<file path="src/rtl/sp_pkg.sv">
`default_nettype none
// ============================================================================
//  Module      : sp_pkg
//  Description : Shared constants and filter state type for the ADC filter.
//  Revision    : 1.0 - initial release
// ============================================================================
package sp_pkg;

    localparam int ADC_W = 12;

    typedef enum logic [0:0] {
        FILL = 1'b0,
        RUN  = 1'b1
    } filt_state_e;

endpackage
`default_nettype wire

</file>
<file path="src/rtl/adc_filter_if.sv">
`default_nettype none
// ============================================================================
//  Module      : adc_filter_if
//  Description : Sample-in / average-out bundle between XADC glue and filter.
//  Revision    : 1.0 - initial release
// ============================================================================
interface adc_filter_if #(
    parameter int ADC_W = sp_pkg::ADC_W
);
    logic             SAMPLE_VALID;
    logic [ADC_W-1:0] SAMPLE;
    logic             CLR;
    logic [ADC_W-1:0] V_AVG;
    logic             AVG_VALID;
    logic             FILLED;
    logic             SPIKE;

    modport master (
        output SAMPLE_VALID, SAMPLE, CLR,
        input  V_AVG, AVG_VALID, FILLED, SPIKE
    );

    modport slave (
        input  SAMPLE_VALID, SAMPLE, CLR,
        output V_AVG, AVG_VALID, FILLED, SPIKE
    );
endinterface
`default_nettype wire

</file>
<file path="src/rtl/adc_filter_sample_ring.sv">
`default_nettype none
// ============================================================================
//  Module      : sample_ring
//  Description : N x ADC_W sample store, synchronous write, asynchronous read.
//  Revision    : 1.0 - initial release
// ============================================================================
module sample_ring #(
    parameter int LOG2_N = 3,
    parameter int ADC_W  = sp_pkg::ADC_W
) (
    input  wire logic              clk_i,
    input  wire logic              we_i,
    input  wire logic [LOG2_N-1:0] addr_i,
    input  wire logic [ADC_W-1:0]  wdata_i,
    output logic      [ADC_W-1:0]  rdata_o
);
    localparam int N = 1 << LOG2_N;

    // No reset: every slot is rewritten during FILL before it is read in RUN.
    logic [ADC_W-1:0] mem_q [N];

    always_ff @(posedge clk_i) begin
        if (we_i) begin
            mem_q[addr_i] <= wdata_i;
        end
    end

    assign rdata_o = mem_q[addr_i];

endmodule
`default_nettype wire

</file>
<file path="src/rtl/adc_filter.sv">
`default_nettype none
// ============================================================================
//  Module      : adc_filter
//  Description : Sliding-window (2^LOG2_N) average of XADC samples with
//                optional spike rejection (macro SPIKE_REJECT_EN).
//  Revision    : 1.0 - initial release
// ============================================================================
module adc_filter #(
    parameter int               LOG2_N   = 3,
    parameter int               ADC_W    = sp_pkg::ADC_W,
    parameter logic [ADC_W-1:0] SPIKE_TH = 12'h100,
    parameter int               MAX_REJ  = 3
) (
    input  wire logic   CLK,
    input  wire logic   RST,
    adc_filter_if.slave bus
);
    import sp_pkg::*;

    localparam int               SUM_W    = ADC_W + LOG2_N;
    localparam logic [LOG2_N-1:0] CNT_LAST = '1;

    filt_state_e       state_q;
    logic [LOG2_N-1:0] wp_q;
    logic [LOG2_N-1:0] cnt_q;
    logic [SUM_W-1:0]  sum_q;
    logic [ADC_W-1:0]  v_avg_q;
    logic              avg_valid_q;
    logic              filled_q;

    logic [ADC_W-1:0]  ring_rd;
    logic              reject_w;
    logic              accept_w;
    logic [SUM_W-1:0]  sample_ext;
    logic [SUM_W-1:0]  oldest_ext;
    logic [SUM_W-1:0]  sum_d;
    logic [ADC_W-1:0]  avg_d;

    sample_ring #(
        .LOG2_N (LOG2_N),
        .ADC_W  (ADC_W)
    ) u_ring (
        .clk_i   (CLK),
        .we_i    (accept_w),
        .addr_i  (wp_q),
        .wdata_i (bus.SAMPLE),
        .rdata_o (ring_rd)
    );

    assign accept_w = bus.SAMPLE_VALID & ~bus.CLR & ~reject_w;

    // The slot at wp holds the oldest sample once the window is full.
    always_comb begin
        sample_ext = {{LOG2_N{1'b0}}, bus.SAMPLE};
        oldest_ext = {{LOG2_N{1'b0}}, ring_rd};
        if (state_q == RUN) begin
            sum_d = sum_q + sample_ext - oldest_ext;
        end else begin
            sum_d = sum_q + sample_ext;
        end
        avg_d = sum_d[SUM_W-1:LOG2_N];
    end

`ifdef SPIKE_REJECT_EN
    localparam int               REJ_W     = (MAX_REJ < 1) ? 1 : $clog2(MAX_REJ + 1);
    localparam logic [REJ_W-1:0] MAX_REJ_C = REJ_W'(MAX_REJ);

    logic [REJ_W-1:0] rej_q;
    logic             spike_q;
    logic [ADC_W-1:0] diff_w;
    logic             oob_w;

    always_comb begin
        if (bus.SAMPLE >= v_avg_q) begin
            diff_w = bus.SAMPLE - v_avg_q;
        end else begin
            diff_w = v_avg_q - bus.SAMPLE;
        end
        oob_w    = (diff_w > SPIKE_TH);
        // Once MAX_REJ in a row are dropped, the next outlier is taken as a real step.
        reject_w = bus.SAMPLE_VALID & ~bus.CLR & (state_q == RUN) &
                   oob_w & (rej_q < MAX_REJ_C);
    end

    always_ff @(posedge CLK) begin
        if (!RST) begin
            rej_q   <= '0;
            spike_q <= 1'b0;
        end else begin
            spike_q <= reject_w;
            if (bus.CLR || accept_w) begin
                rej_q <= '0;
            end else if (reject_w) begin
                rej_q <= rej_q + 1'b1;
            end
        end
    end

    assign bus.SPIKE = spike_q;
`else
    logic unused_cfg;

    assign unused_cfg = ^{SPIKE_TH, MAX_REJ[0]};
    assign reject_w   = 1'b0;
    assign bus.SPIKE  = 1'b0;
`endif

    always_ff @(posedge CLK) begin
        if (!RST) begin
            state_q     <= FILL;
            wp_q        <= '0;
            cnt_q       <= '0;
            sum_q       <= '0;
            v_avg_q     <= '0;
            avg_valid_q <= 1'b0;
            filled_q    <= 1'b0;
        end else begin
            avg_valid_q <= 1'b0;
            if (bus.CLR) begin
                state_q  <= FILL;
                wp_q     <= '0;
                cnt_q    <= '0;
                sum_q    <= '0;
                filled_q <= 1'b0;
            end else if (accept_w) begin
                sum_q <= sum_d;
                wp_q  <= wp_q + 1'b1;
                case (state_q)
                    FILL: begin
                        cnt_q <= cnt_q + 1'b1;
                        if (cnt_q == CNT_LAST) begin
                            state_q     <= RUN;
                            filled_q    <= 1'b1;
                            v_avg_q     <= avg_d;
                            avg_valid_q <= 1'b1;
                        end
                    end
                    RUN: begin
                        v_avg_q     <= avg_d;
                        avg_valid_q <= 1'b1;
                    end
                    default: state_q <= FILL;
                endcase
            end
        end
    end

    assign bus.V_AVG     = v_avg_q;
    assign bus.AVG_VALID = avg_valid_q;
    assign bus.FILLED    = filled_q;

endmodule
`default_nettype wire

</file>
<file path="src/flat_wrapper.sv">
// flat-port wrapper written by rule: the top's interface ports become plain ports
module adc_filter_flat import sp_pkg::*;
#(
    parameter int               LOG2_N   = 3,
    parameter int               ADC_W    = sp_pkg::ADC_W,
    parameter logic [ADC_W-1:0] SPIKE_TH = 12'h100,
    parameter int               MAX_REJ  = 3
)
  (CLK, RST, bus_SAMPLE_VALID, bus_SAMPLE, bus_CLR, bus_V_AVG, bus_AVG_VALID, bus_FILLED, bus_SPIKE);
  adc_filter_if #(.ADC_W(ADC_W)) bus_i ();
  input  wire logic CLK;
  input  wire logic RST;
  input wire logic [$bits(bus_i.SAMPLE_VALID)-1:0] bus_SAMPLE_VALID;
  input wire logic [$bits(bus_i.SAMPLE)-1:0] bus_SAMPLE;
  input wire logic [$bits(bus_i.CLR)-1:0] bus_CLR;
  output wire logic [$bits(bus_i.V_AVG)-1:0] bus_V_AVG;
  output wire logic [$bits(bus_i.AVG_VALID)-1:0] bus_AVG_VALID;
  output wire logic [$bits(bus_i.FILLED)-1:0] bus_FILLED;
  output wire logic [$bits(bus_i.SPIKE)-1:0] bus_SPIKE;
  assign bus_i.SAMPLE_VALID = bus_SAMPLE_VALID;
  assign bus_i.SAMPLE = bus_SAMPLE;
  assign bus_i.CLR = bus_CLR;
  assign bus_V_AVG = bus_i.V_AVG;
  assign bus_AVG_VALID = bus_i.AVG_VALID;
  assign bus_FILLED = bus_i.FILLED;
  assign bus_SPIKE = bus_i.SPIKE;
  adc_filter #(.LOG2_N(LOG2_N), .ADC_W(ADC_W), .SPIKE_TH(SPIKE_TH), .MAX_REJ(MAX_REJ)) u_core (.CLK(CLK), .RST(RST), .bus(bus_i));
endmodule
</file>
<file path="config.mk">
export PLATFORM = sky130hd
export DESIGN_NAME = adc_filter_flat
export DESIGN_NICKNAME = d
export VERILOG_FILES = /design/src/rtl/sp_pkg.sv /design/src/rtl/adc_filter_if.sv /design/src/rtl/adc_filter_sample_ring.sv /design/src/rtl/adc_filter.sv /design/src/flat_wrapper.sv
export SDC_FILE = /design/constraint.sdc
export NUM_CORES = 1
export LEC_CHECK = 0
export CELL_PAD_IN_SITES_DETAIL_PLACEMENT = 0
export CELL_PAD_IN_SITES_GLOBAL_PLACEMENT = 2
export CORE_ASPECT_RATIO = 1.25
export CORE_MARGIN = 2
export CORE_UTILIZATION = 38
export DETAILED_ROUTE_END_ITERATION = 7
export PLACE_DENSITY = 0.79
export SYNTH_ARGS = -nofsm -noshare
export SYNTH_HDL_FRONTEND = slang
export SYNTH_HIERARCHICAL = 1
export SYNTH_SLANG_ARGS = --single-unit
export TNS_END_PERCENT = 30
</file>
<file path="constraint.sdc">
create_clock -name CLK -period 3.3 [get_ports CLK]
set_input_delay 0.33 -clock CLK [delete_from_list [all_inputs] [get_ports CLK]]
set_output_delay 0.33 -clock CLK [all_outputs]
set_load 0.01 [all_outputs]
</file>
==> qor.yml, run 1 <==
sta:
  setup-tns-final_ns: -0.5732
  report.final.setup_viol: 5
  rsz0062_at_grt: "true"
  whs_ns: 0.2779
  max_freq_mhz: 286.6
  layout_setup_ws_ns: -0.1888
  post-route-period-util_pct: 105.7
  clock_skew_ns: 0.01055
  tightest_slew_ns: 0.6039
  slew_violations: 0
  finalCriticalPeriod_ns: 3.489
  hold_viol_final: 0
  relSlewSlack_pct: 59.59
drt:
  drc: 0
  avgViaCountPerCell: 5.131
  drtPass1Iterations: 5
  wl_per_cell_um: 17.59
  ant_nets: 0
  drtIter0Drc: 202
  vias: 4459
  wl_mm: 15.28
finish:
  antennaDiodeCount: 0
  drive_gt1_share_pct: 30.66
  utilization_pct: 50.97
  area_delta_synth_final_pct: 32.76
  fin_nets: 682
  fin_area_mm2: 0.008483
worst_setup_path:
  cp-start-kind: "flip-flop"
  crit_required_ns: 3.64
  crit_type: "reg -> reg"
  critPathMaxFanout: 4
  r2r-start: "u_core/sum_q[0]"
  cp-end-kind: "flip-flop"
  arrival_ns: 3.83
  reg2reg_slack_ns: -0.19
  reg2regPathDepth: 14
  r2r_end: "u_core/bus.V_AVG[11]"
pwr:
  clockPowerShare_pct: 43.7
  seq_power_share_pct: 41.0
  p_int_mw: 3.333
  cellPowerDensity_mw_per_mm2: 518.7
  swShare_pct: 24.25
  peakVddDrop_mv: 0.2656
  power_frac_comb_pct: 15.3
  p_leak_nw: 3.155
  p_sw_mw: 1.067
place:
  placed_cell_area_mm2: 0.007651
  port_buffers: 29
  place_hpwl_mm: 11.15
  gp_congestion: 0.7967
  dpl_worst_slack_ns: -0.8423
min_path:
  hold_depth: 1
  whs_endpoint: "u_core/u_ring/mem_q[4][6]"
  hold_class: "in -> reg"
  hp-start: "bus_SAMPLE[6]"
flow_run:
  max_cap_viol_count: 0
floorplanning:
  fp-row-count: 53
  dieWidth_um: 120.0
  fp.dieH_um: 149.0
  ioPinCount: 31
  initial_core_util_pct: 38.39
  dieArea_mm2: 0.01788
  coreArea_mm2: 0.01664
global_routing:
  grtUsageTotal_pct: 18.32
  first_global_vias: 4843
  grt-ovfl-total: 0
  antenna_found_initial: 0
  grt_pass1_wl_mm: 24.81
  grt_max_degree: 28
cts:
  root_buffer: "clkbuf_16"
  clk_latency_ns: 0.42
  cts.sinks: 132
  hold_buffers: 0
  tritoncts: "built"
  cts_inserted_buffers: 17
  clock_path_buffers: 2
  cts-htree-levels: 4
  clk_pin_slew_ns: 0.06
synth:
  synth_xor_area_share_pct: 3.015
  synth-edff-count: 96
  ys_types: 58
  synthSimpleGateAreaFrac_pct: 8.165
  ys_ff_latch: 132
  ys_warn_count: 6
  synth_top_family_by_area: "compound AO/OA/AOI/OAI gates"
  synth.avg_cell_area_um2: 12.70
  synth_fa_ha_area_share_pct: 6.109
  netlist_area_mm2: 0.006390
  synthCells: 503
  async_flop_share_pct: 0
  synth_mux_area_share_pct: 11.47
  ys_seq_area_share_pct: 56.39
  synth_nets: 549
  synth_top_flop_cell: "edfxtp_1"
  synth_compound_area_share_pct: 11.91
outcome:
  violations: "negative setup slack"
  status: "finished with violations"
==> cells in the mapped netlist (all sizes together) (4+ instances only) <==
| master | n | area (um^2) |
|---|---|---|
| nor2b | 6 | 37.54 |
| o21ai | 23 | 122.6 |
| xor2 | 7 | 61.31 |
| mux2 | 10 | 112.6 |
| o21bai | 4 | 30.03 |
| o22ai | 4 | 25.02 |
| nor2 | 45 | 168.9 |
| nand2b | 4 | 25.02 |
| nand2 | 22 | 82.58 |
| a21oi | 34 | 170.2 |
| o2111ai | 4 | 35.03 |
| ha | 28 | 350.3 |
| xnor2 | 15 | 131.4 |
| edfxtp | 96 | 2883 |
| mux2i | 26 | 260.3 |
| inv | 18 | 67.56 |
| clkbuf | 8 | 31.28 |
| nand3 | 8 | 40.04 |
| a31oi | 6 | 37.54 |
| buf | 14 | 81.33 |
| a211oi | 20 | 155.1 |
| a21o | 7 | 53.80 |
| nor3 | 7 | 40.04 |
| dfxtp | 36 | 720.7 |
| mux4 | 16 | 360.4 |
==> power groups by stage <==
stage               sequential [mW]  clock [mW]  combinational (mW)
floorplan                      1.84           0               0.344
detailed placement             1.84           0               0.597
CTS                            1.81        1.96               0.637
global route                   1.81        2.03               0.741
global placement               1.84           0               0.588
finish                         1.81        1.92               0.674
==> state kept, by name (all words and copies together), names as in the netlist <==
signal and count:
u_core/bus.AVG_VALID 1, u_core/bus.FILLED 1, u_core/cnt_q 3, u_core/u_ring/mem_q 96
u_core/state_q 1, u_core/sum_q 15, u_core/bus.V_AVG 12, u_core/wp_q 3
==> logic make-up after synthesis <==
| logic type | count (synthesis) |
|---|---|
| flip-flops | 132 |
| AO/OA/AOI/OAI | 116 |
| AND/OR/NAND/NOR | 109 |
| multiplexers | 52 |
| buffers and inverters | 41 |
| adder cells (fa/ha/maj) | 30 |
| XOR/XNOR | 22 |
| other | 1 |
==> layout make-up <==
| class | instances | area [um^2] |
|---|---|---|
| Multi-Input combinational cell | 330 | 2775 |
| Inverter | 19 | 71.32 |
| Fill cell | 1463 | 8162 |
| Clock inverter | 15 | 180.2 |
| Clock buffer | 17 | 425.4 |
| Sequential cell | 132 | 3606 |
| Tap cell | 220 | 275.3 |
| Timing Repair Buffer | 136 | 1150 |
==> worst max-delay path, stage by stage, from the launching register on <==
cell and delay [ns]:
dfxtp_2 0.33, ha_4 0.16, fa_2 0.39, a211oi_4 0.28
o21bai_1 0.10, a21oi_1 0.16, xnor2_1 0.12, ha_1 0.31
o21a_1 0.15, o2111a_1 0.24, a2111oi_4 0.08, or3_4 0.37
mux2i_4 0.21, or3b_1 0.35, a31oi_1 0.14
==> metal layers <==
metal / global-route usage [%] / vias to the layer above / part of all wire, %
li1: - / 2181 / -
met3: 4.052 / 25 / 2.8
met5: 0 / - / 0
met4: 6.941 / 0 / 2.4
met1: 21.98 / 2173 / 43
met2: 32.07 / 80 / 51
==> worst max path at each step <==
| stage | slack (ns) | start | end |
|---|---|---|---|
| 5_1_grt | -0.35 | u_core/sum_q[0] | u_core/bus.V_AVG[11] |
| 3_5_place_dp | -0.84 | bus_SAMPLE[0] | u_core/sum_q[13] |
| 3_3_place_gp | -0.74 | bus_SAMPLE[0] | u_core/sum_q[13] |
| 6_report | -0.19 | u_core/sum_q[0] | u_core/bus.V_AVG[11] |
| 2_1_floorplan | -0.03 | bus_SAMPLE[0] | u_core/bus.V_AVG[11] |
| 4_1_cts | -0.22 | u_core/sum_q[0] | u_core/bus.V_AVG[11] |
==> repair_timing <==
action | 4_1_cts | 5_1_grt
endpoints found under the setup margin | 10 | 15
setup buffers | 6 | 4
gates resized for setup | 17 | 14
pin swaps | 13 | 6
==> through the flow <==
step / std cells / power, mW
2_1_floorplan: 503 / 2.182
3_3_place_gp: 827 / 2.428
3_5_place_dp: 827 / 2.437
4_1_cts: 865 / 4.398
5_1_grt: 869 / 4.573
6_report: 869 / 4.401
==> layout by cell type, fill, tap and decap left out, types with 16 or more instances in the layout <==
cell             count
dfxtp_1             34
nor2_1              45
a211oi_1            17
buf_4              102
inv_1               18
nand2_1             22
a21oi_1             31
clkbuf_16           17
ha_1                25
edfxtp_1            96
mux2i_1             25
mux4_2              16
clkdlybuf4s50_1     25
No activity file was read; power rests on OpenSTA's default activity.
==> run 2, diff against run 1 <==
--- a/config.mk
+++ b/config.mk
@@ -11,6 +11,7 @@
 export CORE_MARGIN = 2
 export CORE_UTILIZATION = 38
 export DETAILED_ROUTE_END_ITERATION = 7
+export GPL_TIMING_DRIVEN = 0
 export PLACE_DENSITY = 0.79
 export SYNTH_ARGS = -nofsm -noshare
 export SYNTH_HDL_FRONTEND = slang
==> run 2 against run 1 <==
Against the previous run:
- the flow still finishes with violations (negative setup slack)
- worst hold slack worse by 0.011 ns
- via count down 6.0%
- register-to-register slack worse by 0.13 ns
- die area unchanged
- critical path depth up 1
- clock-buffer cell count up 3
- highest routed layer unchanged
==> qor.yml, run 2 (same netlist as run 1, synthesis figures left out) <==
outcome:
  status: "finished with violations"
  violations: "negative setup slack"
sta:
  post-route-period-util_pct: 109.8
  hold_viol_final: 0
  finalCriticalPeriod_ns: 3.622
  slew_violations: 0
  tightest_slew_ns: 1.353
  max_freq_mhz: 276.1
  layout_setup_ws_ns: -0.3225
  report.final.setup_viol: 6
  relSlewSlack_pct: 9.460
  clock_skew_ns: 0.01026
  rsz0062_at_grt: "true"
  whs_ns: 0.2672
finish:
  utilization_pct: 47.58
  largest_reg_flops: 96
  fin_cells: 795
  mostFrequentLayoutCells: "96 x edfxtp_1, 44 x nor2_1, 34 x dfxtp_1"
  layout_commonest_cell: "edfxtp_1"
  area_delta_synth_final_pct: 23.93
  drive_gt1_share_pct: 21.57
  antennaDiodeCount: 0
  fin_nets: 608
  regMostFlops: "u_core/u_ring/mem_q"
min_path:
  hold_class: "in -> reg"
  hold_depth: 3
  hp-start: "RST"
global_routing:
  grt_pass1_wl_mm: 24.09
  grt-ovfl-total: 0
  grtUsageTotal_pct: 18.03
  first_global_vias: 4367
  grt_max_degree: 17
  antenna_found_initial: 0
drt:
  drtIter0Drc: 263
  drtPass1Iterations: 4
  wl_mm: 15.26
  ant_nets: 0
  avgViaCountPerCell: 5.273
  drc: 0
  wl_per_cell_um: 19.19
  vias: 4192
worst_setup_path:
  crit_required_ns: 3.64
  cpPeakStageDelay_ns: 0.42
  critPathMaxFanout: 5
  crit_type: "reg -> reg"
  cp-start-kind: "flip-flop"
  crit_buf_inv: 2
  crit_start: "u_core/sum_q[0]"
  slowest_stage: "fa_2"
  reg2regPathDepth: 15
  cp-end-kind: "flip-flop"
  worstPathCellList: "ha_4, fa_2, a211oi_4, o21bai_2, a31oi_4, buf_4, o21ai_1, xor2_1, ha_2, nor3_1, or3_1, buf_6, mux2i_4, or3b_1, a31oi_1"
  r2r-start: "u_core/sum_q[0]"
  crit_family: "adder cells"
  path_depth: 15
  arrival_ns: 3.96
pwr:
  clockPowerShare_pct: 46.6
  seq_power_share_pct: 41.2
  power.total_mw: 4.387
  cellPowerDensity_mw_per_mm2: 554.0
  p_leak_nw: 2.788
  p_sw_mw: 1.021
  swShare_pct: 23.27
  peakVddDrop_mv: 0.2587
  p_int_mw: 3.366
  power_frac_comb_pct: 12.2
floorplanning:
  coreArea_mm2: 0.01664
  initial_core_util_pct: 38.39
  ioPinCount: 31
  dieArea_mm2: 0.01788
  fp-row-count: 53
  fp.dieH_um: 149.0
  dieWidth_um: 120.0
place:
  port_buffers: 27
  place_hpwl_mm: 10.69
  dp.cells: 752
  dpl_worst_slack_ns: -1.183
  gp_congestion: 0.7949
cts:
  cts.sinks: 132
  clk_pin_slew_ns: 0.06
  tritoncts: "built"
  cts-htree-levels: 4
  clock_path_buffers: 2
  cts_inserted_buffers: 17
  hold_buffers: 0
  clk_latency_ns: 0.42
  root_buffer: "clkbuf_16"
flow_run:
  max_cap_viol_count: 0
-- run 2: timing repair --
action	4_1_cts	5_1_grt
gates resized for setup	26	28
setup buffers	7	3
setup endpoints to repair	20	19
pin swaps	3	3
-- run 2: metrics by stage --
step                       TNS, ns  area (um^2)
after floorplan           -0.03396         6417
after global placement      -21.52         6963
after detailed placement    -13.15         6995
after CTS                   -1.606         7751
after global routing        -3.551         7919
final                       -1.265         7919
-- run 2: worst reg2reg max path: cells and delay by family, from the launching register on --
family                     cells  cell delay [ns]
adders and majority gates      3             1.01
and+or+nand+nor                3             0.79
AOI/OAI and AO/OA              5             0.78
DFF                            1             0.33
buffers and inverters          2             0.28
muxes                          1             0.19
xor gates and xnor gates       1             0.17
-- run 2: routing by layer --
metal | routed length [um] | vias to the layer above | part of all wire (%) | GRT usage, %
li1 | - | 2026 | - | -
met1 | 6540 | 2069 | 43 | 21.87
met2 | 8034 | 79 | 53 | 31.93
met3 | 489 | 18 | 3.2 | 3.784
met4 | 194 | 0 | 1.3 | 5.824
met5 | 0 | - | 0 | 0
-- run 2: power by group through the flow --
| stage | sequential [mW] | combinational (mW) | clock [mW] |
|---|---|---|---|
| finish | 1.81 | 0.535 | 2.05 |
| global route | 1.81 | 0.591 | 2.16 |
| CTS | 1.81 | 0.498 | 2.09 |
| detailed placement | 1.84 | 0.475 | 0 |
| global placement | 1.84 | 0.465 | 0 |
| floorplan | 1.84 | 0.344 | 0 |
-- run 2: worst paths after layout --
| path | end | slack, ns |
|---|---|---|
| max | u_core/bus.V_AVG[11] | -0.32 |
| min reg2reg | u_core/bus.V_AVG[4] | 0.46 |
| max reg2reg | u_core/bus.V_AVG[11] | -0.32 |
| min | u_core/bus.V_AVG[7] | 0.27 |
-- run 2: final cells by class --
class	count	area (um^2)
clock buffer	20	436.7
fill	1454	8726
sequential	132	3608
clock inverter	12	202.7
multi-input combinational	330	2804
timing repair buffer	40	371.6
tap	220	275.3
inverter	19	71.32
buffer	22	148.9
==> run 3, diff against run 2 <==
--- a/config.mk
+++ b/config.mk
@@ -9,10 +9,10 @@
 export CELL_PAD_IN_SITES_GLOBAL_PLACEMENT = 2
 export CORE_ASPECT_RATIO = 1.25
 export CORE_MARGIN = 2
-export CORE_UTILIZATION = 38
+export CORE_UTILIZATION = 30
 export DETAILED_ROUTE_END_ITERATION = 7
 export GPL_TIMING_DRIVEN = 0
-export PLACE_DENSITY = 0.79
+export PLACE_DENSITY_LB_ADDON = 0.1
 export SYNTH_ARGS = -nofsm -noshare
 export SYNTH_HDL_FRONTEND = slang
 export SYNTH_HIERARCHICAL = 1
==> run 3 against run 2 <==
Against the previous run:
- the flow still finishes with violations (negative setup slack)
- clock-buffer cell count is 2 lower
- global-route usage is 2.3 points lower
- setup slack better by 0.035 ns
- critical endpoint unchanged
==> qor.yml, run 3 (same netlist as run 1, synthesis figures left out) <==
outcome:
  status: "finished with violations"
  violations: "negative setup slack"
worst_setup_path:
  cp-end-kind: "flip-flop"
  arrival_ns: 3.93
  r2r-start: "u_core/sum_q[0]"
  cp-start-kind: "flip-flop"
  endpoint: "u_core/bus.V_AVG[11]"
  r2r_end: "u_core/bus.V_AVG[11]"
  crit_start: "u_core/sum_q[0]"
  reg2regPathDepth: 14
  reg2reg_slack_ns: -0.29
  critPathMaxFanout: 3
  crit_required_ns: 3.64
  crit_type: "reg -> reg"
finish:
  multi_input_area_mm2: 0.002863
  regMostFlops: "u_core/u_ring/mem_q"
  antennaDiodeCount: 0
  area_delta_synth_final_pct: 27.71
  mostFrequentLayoutCells: "96 x edfxtp_1, 41 x nor2_1, 33 x dfxtp_1"
  largest_reg_flops: 96
  fin_nets: 619
  layout_commonest_cell: "edfxtp_1"
  ff_latch_area_mm2: 0.003610
  fin_area_mm2: 0.008160
  utilization_pct: 39.06
  fin_cells: 860
  drive_gt1_share_pct: 25.26
  nFillCells: 2000
pwr:
  seq_power_share_pct: 40.1
  clockPowerShare_pct: 46.6
  p_leak_nw: 2.861
  cellPowerDensity_mw_per_mm2: 551.5
  swShare_pct: 24.24
  power_frac_comb_pct: 13.3
  p_sw_mw: 1.091
  peakVddDrop_mv: 0.3161
  p_int_mw: 3.410
floorplanning:
  dieArea_mm2: 0.02249
  initial_core_util_pct: 30.59
  fp-row-count: 59
  fp.dieH_um: 167.2
  dieWidth_um: 134.5
  coreArea_mm2: 0.02089
  ioPinCount: 31
drt:
  vias: 4254
  wl_per_cell_um: 19.66
  wl_met3_um: 517
  drtIter0Drc: 212
  met1_length_mm: 7.219
  avgViaCountPerCell: 4.947
  drtPass1Iterations: 4
  drc: 0
  dr_wl_met2_mm: 8.977
  top_layer_used: "met4"
  wl_mm: 16.91
  ant_nets: 0
cts:
  clk_pin_slew_ns: 0.06
  hold_buffers: 0
  clk_latency_ns: 0.42
  clock_path_buffers: 2
  cts-htree-levels: 4
  cts_inserted_buffers: 17
  cts.sinks: 132
  root_buffer: "clkbuf_16"
  tritoncts: "built"
sta:
  relSlewSlack_pct: 6.804
  finalCriticalPeriod_ns: 3.587
  clock_skew_ns: 0.01238
  slew_violations: 0
  layout_setup_ws_ns: -0.2871
  tightest_slew_ns: 1.393
  rsz0062_at_grt: "true"
  post-route-period-util_pct: 108.7
  max_freq_mhz: 278.8
  setup-tns-final_ns: -1.116
  report.final.setup_viol: 8
  hold_viol_final: 0
flow_run:
  max_cap_viol_count: 0
place:
  dpl_worst_slack_ns: -1.320
  dp.cells: 808
  place_hpwl_mm: 12.08
  placed_cell_area_mm2: 0.007103
  port_buffers: 27
  gp_congestion: 0.7391
global_routing:
  grt_pass1_wl_mm: 26.09
  grt-ovfl-total: 0
  antenna_found_initial: 0
  grtUsageTotal_pct: 15.70
  first_global_vias: 4400
  grt_max_degree: 17
min_path:
  hold_class: "in -> reg"
## run 3: how the worst min path moves through the flow
| stage | from | endpoint | cells past startpoint |
|---|---|---|---|
| 2_1_floorplan | bus_SAMPLE[0] | u_core/u_ring/mem_q[0][0] | 0 |
| 3_3_place_gp | u_core/bus.V_AVG[4] | u_core/bus.V_AVG[4] | 2 |
| 3_5_place_dp | u_core/bus.V_AVG[4] | u_core/bus.V_AVG[4] | 2 |
| 4_1_cts | RST | u_core/bus.V_AVG[7] | 3 |
| 5_1_grt | RST | u_core/bus.V_AVG[8] | 3 |
| 6_report | RST | u_core/bus.V_AVG[7] | 3 |
## run 3: final cells by class
class / count / share of cell area [%]
Timing Repair Buffer: 52 / 5.826
Multi-Input combinational cell: 330 / 35.08
Buffer: 21 / 1.763
Inverter: 19 / 0.8740
Tap cell: 274 / 4.201
Clock inverter: 14 / 2.760
Sequential cell: 132 / 44.23
Clock buffer: 18 / 5.259
## run 3: stage by stage
stage / hold slack (ns) / power [mW]
finish: 0.2630 / 4.500
global placement: 0.4539 / 2.319
floorplan: 0.4289 / 2.182
global route: 0.2699 / 4.681
detailed placement: 0.4459 / 2.325
CTS: 0.2542 / 4.525
## run 3: power by group through the flow
stage	logic [mW]	registers, mW	clock network [mW]
2_1_floorplan	0.344	1.84	0
3_3_place_gp	0.480	1.84	0
3_5_place_dp	0.486	1.84	0
4_1_cts	0.558	1.80	2.16
5_1_grt	0.652	1.81	2.22
6_report	0.597	1.80	2.10
## run 3: what timing repair did
action | CTS | global route
setup buffers | 13 | 8
gates resized for setup | 43 | 25
endpoints found under the setup margin | 20 | 20
cloned | 0 | 0
pin swaps | 21 | 24
## run 3: worst max-delay path: stages (launching register included)
cell	delay [ns]
dfxtp_2	0.33
ha_4	0.16
fa_2	0.42
a211oi_4	0.26
o21bai_1	0.14
a21oi_2	0.18
xnor2_2	0.09
ha_1	0.30
o21a_1	0.15
o2111a_2	0.24
a2111oi_4	0.08
or3_4	0.39
mux2i_4	0.21
or3b_1	0.39
a31oi_1	0.17
## run 3: layer usage
metal	vias up	global-route usage [%]
met5	-	0
met4	0	4.668
met3	13	2.755
met2	54	28.42
met1	2136	18.94
li1	2051	-
